`src/rtl/mouse_packet_decoder.sv`:
```
// PS/2 mouse packet decoder: assembles 3-byte packets, applies the signed
// deltas to a clamped cursor position and publishes button levels. A
// mid-packet idle timeout drops a partial packet so a lost byte cannot
// leave the decoder permanently out of frame.
module mouse_packet_decoder #(
  parameter int MAX_X   = 639,
  parameter int MAX_Y   = 479,
  parameter int INIT_X  = 320,
  parameter int INIT_Y  = 240,
  parameter int TIMEOUT = 100000
) (
  input  logic       clk,
  input  logic       rst,
  input  logic [7:0] rx_byte,
  input  logic       rx_valid,
  output logic [9:0] mouse_x,
  output logic [9:0] mouse_y,
  output logic       mouse_left,
  output logic       mouse_right,
  output logic       mouse_middle,
  output logic       pkt_strobe,
  output logic       sync_err
);

  localparam int CW = $clog2(TIMEOUT + 1);
  localparam logic signed [11:0] MAX_X_S = 12'(MAX_X);
  localparam logic signed [11:0] MAX_Y_S = 12'(MAX_Y);

  typedef enum logic [1:0] {BYTE0, BYTE1, BYTE2} state_t;

  state_t        state_q, state_d;
  // status byte minus the always-one sync bit: {yov, xov, ysign, xsign, mid, right, left}
  logic [6:0]    stat_q, stat_d;
  logic [7:0]    dxb_q, dxb_d;
  logic [CW-1:0] idle_q, idle_d;
  logic [9:0]    x_q, x_d, y_q, y_d;
  logic [2:0]    btn_q, btn_d;
  logic          strobe_q, strobe_d;
  logic          err_q, err_d;

  logic signed [11:0] dx_s, dy_s, nx, ny;

  // Next-state, delta arithmetic, clamping and timeout detection.
  always_comb begin
    state_d  = state_q;
    stat_d   = stat_q;
    dxb_d    = dxb_q;
    x_d      = x_q;
    y_d      = y_q;
    btn_d    = btn_q;
    strobe_d = 1'b0;
    err_d    = 1'b0;
    idle_d   = (state_q == BYTE0 || rx_valid) ? '0 : idle_q + 1'b1;

    // Overflowed axes contribute no motion; dy is the byte arriving now.
    dx_s = stat_q[5] ? 12'sd0 : {{4{stat_q[3]}}, dxb_q};
    dy_s = stat_q[6] ? 12'sd0 : {{4{stat_q[4]}}, rx_byte};
    nx   = $signed({2'b00, x_q}) + dx_s;
    ny   = $signed({2'b00, y_q}) - dy_s;

    if (rx_valid) begin
      case (state_q)
        BYTE0: begin
          if (rx_byte[3]) begin
            stat_d  = {rx_byte[7:4], rx_byte[2:0]};
            state_d = BYTE1;
          end else begin
            err_d = 1'b1;
          end
        end
        BYTE1: begin
          dxb_d   = rx_byte;
          state_d = BYTE2;
        end
        BYTE2: begin
          if (nx < 12'sd0)        x_d = '0;
          else if (nx > MAX_X_S)  x_d = 10'(MAX_X);
          else                    x_d = nx[9:0];
          if (ny < 12'sd0)        y_d = '0;
          else if (ny > MAX_Y_S)  y_d = 10'(MAX_Y);
          else                    y_d = ny[9:0];
          btn_d    = stat_q[2:0];
          strobe_d = 1'b1;
          state_d  = BYTE0;
        end
        default: state_d = BYTE0;
      endcase
    end else if (state_q != BYTE0 && idle_q == CW'(TIMEOUT - 1)) begin
      // This cycle is the TIMEOUT-th idle one: abandon the partial packet.
      state_d = BYTE0;
      idle_d  = '0;
      err_d   = 1'b1;
    end
  end

  // State and registered outputs; reset wins over any incoming byte.
  always_ff @(posedge clk) begin
    if (rst) begin
      state_q  <= BYTE0;
      stat_q   <= '0;
      dxb_q    <= '0;
      idle_q   <= '0;
      x_q      <= 10'(INIT_X);
      y_q      <= 10'(INIT_Y);
      btn_q    <= '0;
      strobe_q <= 1'b0;
      err_q    <= 1'b0;
    end else begin
      state_q  <= state_d;
      stat_q   <= stat_d;
      dxb_q    <= dxb_d;
      idle_q   <= idle_d;
      x_q      <= x_d;
      y_q      <= y_d;
      btn_q    <= btn_d;
      strobe_q <= strobe_d;
      err_q    <= err_d;
    end
  end

  assign mouse_x      = x_q;
  assign mouse_y      = y_q;
  assign mouse_left   = btn_q[0];
  assign mouse_right  = btn_q[1];
  assign mouse_middle = btn_q[2];
  assign pkt_strobe   = strobe_q;
  assign sync_err     = err_q;

endmodule

```
`config.mk`:
```
export PLATFORM = sky130hd
export DESIGN_NAME = mouse_packet_decoder
export DESIGN_NICKNAME = d
export VERILOG_FILES = /design/src/rtl/mouse_packet_decoder.sv
export SDC_FILE = /design/constraint.sdc
export NUM_CORES = 1
export LEC_CHECK = 0
export ABC_AREA = 1
export ABC_CLOCK_PERIOD_IN_PS = 2900
export CORE_UTILIZATION = 50
export DETAILED_ROUTE_END_ITERATION = 8
export PLACE_DENSITY = 0.68
export SETUP_SLACK_MARGIN = 0.1
export SLEW_MARGIN = 20
export SYNTH_ARGS = -nofsm -noshare
export SYNTH_HDL_FRONTEND = slang
export SYNTH_SLANG_ARGS = --single-unit
```
`constraint.sdc`:
```
create_clock -name clk -period 2.9 [get_ports clk]
set_input_delay 0.58 -clock clk [delete_from_list [all_inputs] [get_ports clk]]
set_output_delay 0.58 -clock clk [all_outputs]
set_load 0.05 [all_outputs]
```
==> run metrics <==
post-synth top area cell=dfxtp_1; hold-fix buffers at CTS=0; DRT Pass-1 Iters=4; Simple-Gate Fraction of Synth Area=0.3205; Die Wd=87.35 um; Vias=3442; Setup Viol. Count Final=0; Hold WS=0.4491 ns; RD Place Congestion=0.8931; Cell Area, Synth=0.003642 mm2; critical path arrival=2.79 ns; Clock Latency Late Sink=0.34 ns; Hold Path Class=flop to flop; Antenna Nets Post-Route=0; CTS tree=built; share of cells above drive strength 1=0.1076; Critical path buffers and inverters=1; crit path time final=2.565 ns; H-tree Lvls=3; top post-synthesis cells by area=dfxtp_1, nand2_1, ha_1, inv_1, a21oi_1; sequential share of the synthesized area=0.3243; ys flop type=dfxtp_1; IR Drop Worst-Case VDD=0.3250 mV; antenna violations before repair=0; CTS max path bufs=2; slew at the pin closest to its max-slew limit=0.7006 ns; vias in the first global route=3115; placed cell areas=0.004126 mm2; Max-slew headroom=0.5315; leakage=1.926 nW; FFs w/ async S/R, synth=0; most used cell along the critical path=nand2_1; YS warnings=0; Port Buffer Count=35; Register Area=0.001181 mm2; Detail Placement HPWL=6403 um; clock root cell=clkbuf_8; Worst Path Required=3.13 ns; Via density=5.122; type of the worst setup path=flop to flop; CP delay by family, top=simple AND/OR/NAND/NOR gates; Residual DRC=0; met2 wire len=3756 um; fmax=389.9 MHz; Chip Height=87.35 um; WL final=8332 um; Met1 Wirelength=4041 um; Num CTS Buffers=9; Site Rows=30; area occupied by multi-input gates=0.002151 mm2; Layout Skew=0.009928 ns; critical path's slowest cell=fa_1; fin. max-slew vios=0; pwr/cell area=447.2 mW/mm2; area grow syn2layout=18.69%; post-synthesis mux area share=0; Mean Syn Cell Area=6.911 um2; crit share post-route=0.8844; Starting Density=0.5274; Yosys reg bits=59; pin count of the biggest net entering global routing=25; status=finished clean; Diodes inserted=0; count of cell types in the netlist=43; slowest stage delay, CP=0.44 ns; post-synthesis cell count=527; clock-pin slew on the worst setup and hold paths=0.07 ns; Synth Area in Compound Gates=0.1426; post-route design area=0.004323 mm2; top sig layer=met4; Synth Area in XOR/XNOR=0.03332; Worst Path Max Fanout=10; Sink Count=59; unrepaired setup endpoints after global routing=no; DR iter-0 viols=98; number of failing hold endpoints at the final stage=0; total global routing overflow=0; startpoint type of the worst setup path=flop; Post-Synthesis Net Count=564; Filler Cells Inserted=693; fin nets=608; Core Area=0.006907 mm2; max cap viols=0; largest family of logic cells by synthesized area=simple AND/OR/NAND/NOR gates; CP Cell Sequence=nor2_1, ha_1, inv_1, fa_1, o21ai_2, nand2_1, nand2_2, a21o_1, nor2_2, nor2_4, nand3_1, nand2_1, a21oi_1; die area=0.007630 mm2; met3 WL=384 um; area share of the leading cell type in the synthesized netlist=0.3243; Post-synth EDFFs=0; CP Capture Type=flop; first-pass GRT wire length=13790 um; I/O Pins=36; GRT Total Usage=0.2327; routed len/inst=12.40 um; Synth Area in Adders=0.09344
[routing by layer]
layer / track usage / vias up
li1: - / 1791
met1: 0.3087 / 1567
met2: 0.3686 / 69
met3: 0.05213 / 15
met4: 0.08644 / 0
met5: 0 / -
[Yosys cell counts, types with 2 or more instances]
library cell    n
a21oi_1        46
inv_2           6
nand3_2         4
o21bai_1        2
nand3_1        29
ha_1           24
nand2_1       125
dfxtp_1        59
a21oi_4         2
nor3_1          6
nor2_2          5
a211oi_1        2
inv_1          65
o21ai_1        11
nor3b_1         2
or2_4           2
nor2_1         54
xor2_1          7
xnor2_1         5
o21ai_2         2
nand2_2         6
clkbuf_1        7
nor2_4          4
o21ai_0        23
fa_1            2
clkinv_1        2
nand4_1         9
[power by group]
group          internal (mW)  switching, mW  leakage [nW]
clock network          0.396          0.343        0.0885
logic                  0.124          0.227          1.36
registers              0.830         0.0128         0.478
[sequential cells by signal, indices dropped and copies added, names as in the netlist]
register / count
idle_q: 17
mouse_x: 10
mouse_y: 10
dxb_q: 8
stat_q: 7
btn_q: 3
state_q: 2
pkt_strobe: 1
sync_err: 1
[through the flow]
step / cells / setup TNS, ns / worst slack (ns) / total power [mW] / utilization
final: 672 / 0 / 0.3352 / 1.933 / 0.6259
after global routing: 672 / 0 / 0.1341 / 2.037 / 0.6259
after CTS: 672 / 0 / 0.2853 / 1.949 / 0.6255
after detailed placement: 656 / -0.1977 / -0.06860 / 1.207 / 0.5975
after global placement: 656 / 0 / 0.02674 / 1.202 / 0.5975
after floorplan: 527 / 0 / 0.5100 / 1.114 / -
[worst paths after layout]
kind                          start  depth (start not counted)  slack, ns                       to
min reg2reg    idle_q[0]$_SDFF_PP0_                          1       0.45     idle_q[0]$_SDFF_PP0_
max          stat_q[5]$_SDFFE_PP0P_                         13       0.34  mouse_x[9]$_SDFFE_PP0P_
min            idle_q[0]$_SDFF_PP0_                          1       0.45     idle_q[0]$_SDFF_PP0_
max reg2reg  stat_q[5]$_SDFFE_PP0P_                         13       0.34  mouse_x[9]$_SDFFE_PP0P_
[cell families (layout without fill, tap and decap cells)]
family	Yosys count	count (layout)
AO/OA/AOI/OAI	93	93
XOR/XNOR	13	13
adder cells (fa/ha/maj)	26	26
buffers and inverters	82	131
flip-flops	59	59
AND/OR/NAND/NOR	254	254
[layout make-up]
type,instances,area share
Tap cell,96,0.02779
Clock buffer,10,0.02952
Multi-Input combinational cell,386,0.4975
Timing Repair Buffer,42,0.09320
Sequential cell,59,0.2732
Inverter,73,0.06339
Clock inverter,6,0.01534
[cell usage in the layout (no fill, tap or decap), types with 7 or more instances in the layout]
cell | synthesis | final
a21oi_1 | 46 | 46
buf_4 | 1 | 7
clkbuf_8 | 0 | 9
clkdlybuf4s50_1 | 0 | 35
dfxtp_1 | 59 | 59
ha_1 | 24 | 24
inv_1 | 65 | 65
nand2_1 | 125 | 125
nand3_1 | 29 | 29
nand4_1 | 9 | 9
nor2_1 | 54 | 54
o21ai_0 | 23 | 23
o21ai_1 | 11 | 11
xor2_1 | 7 | 7
[repair_timing]
item	CTS	global route
endpoints found under the setup margin	0	4
hold endpoints to repair	0	0
resized for setup	0	1
buffers inserted	0	0
No activity file was read; power rests on OpenSTA's default activity.
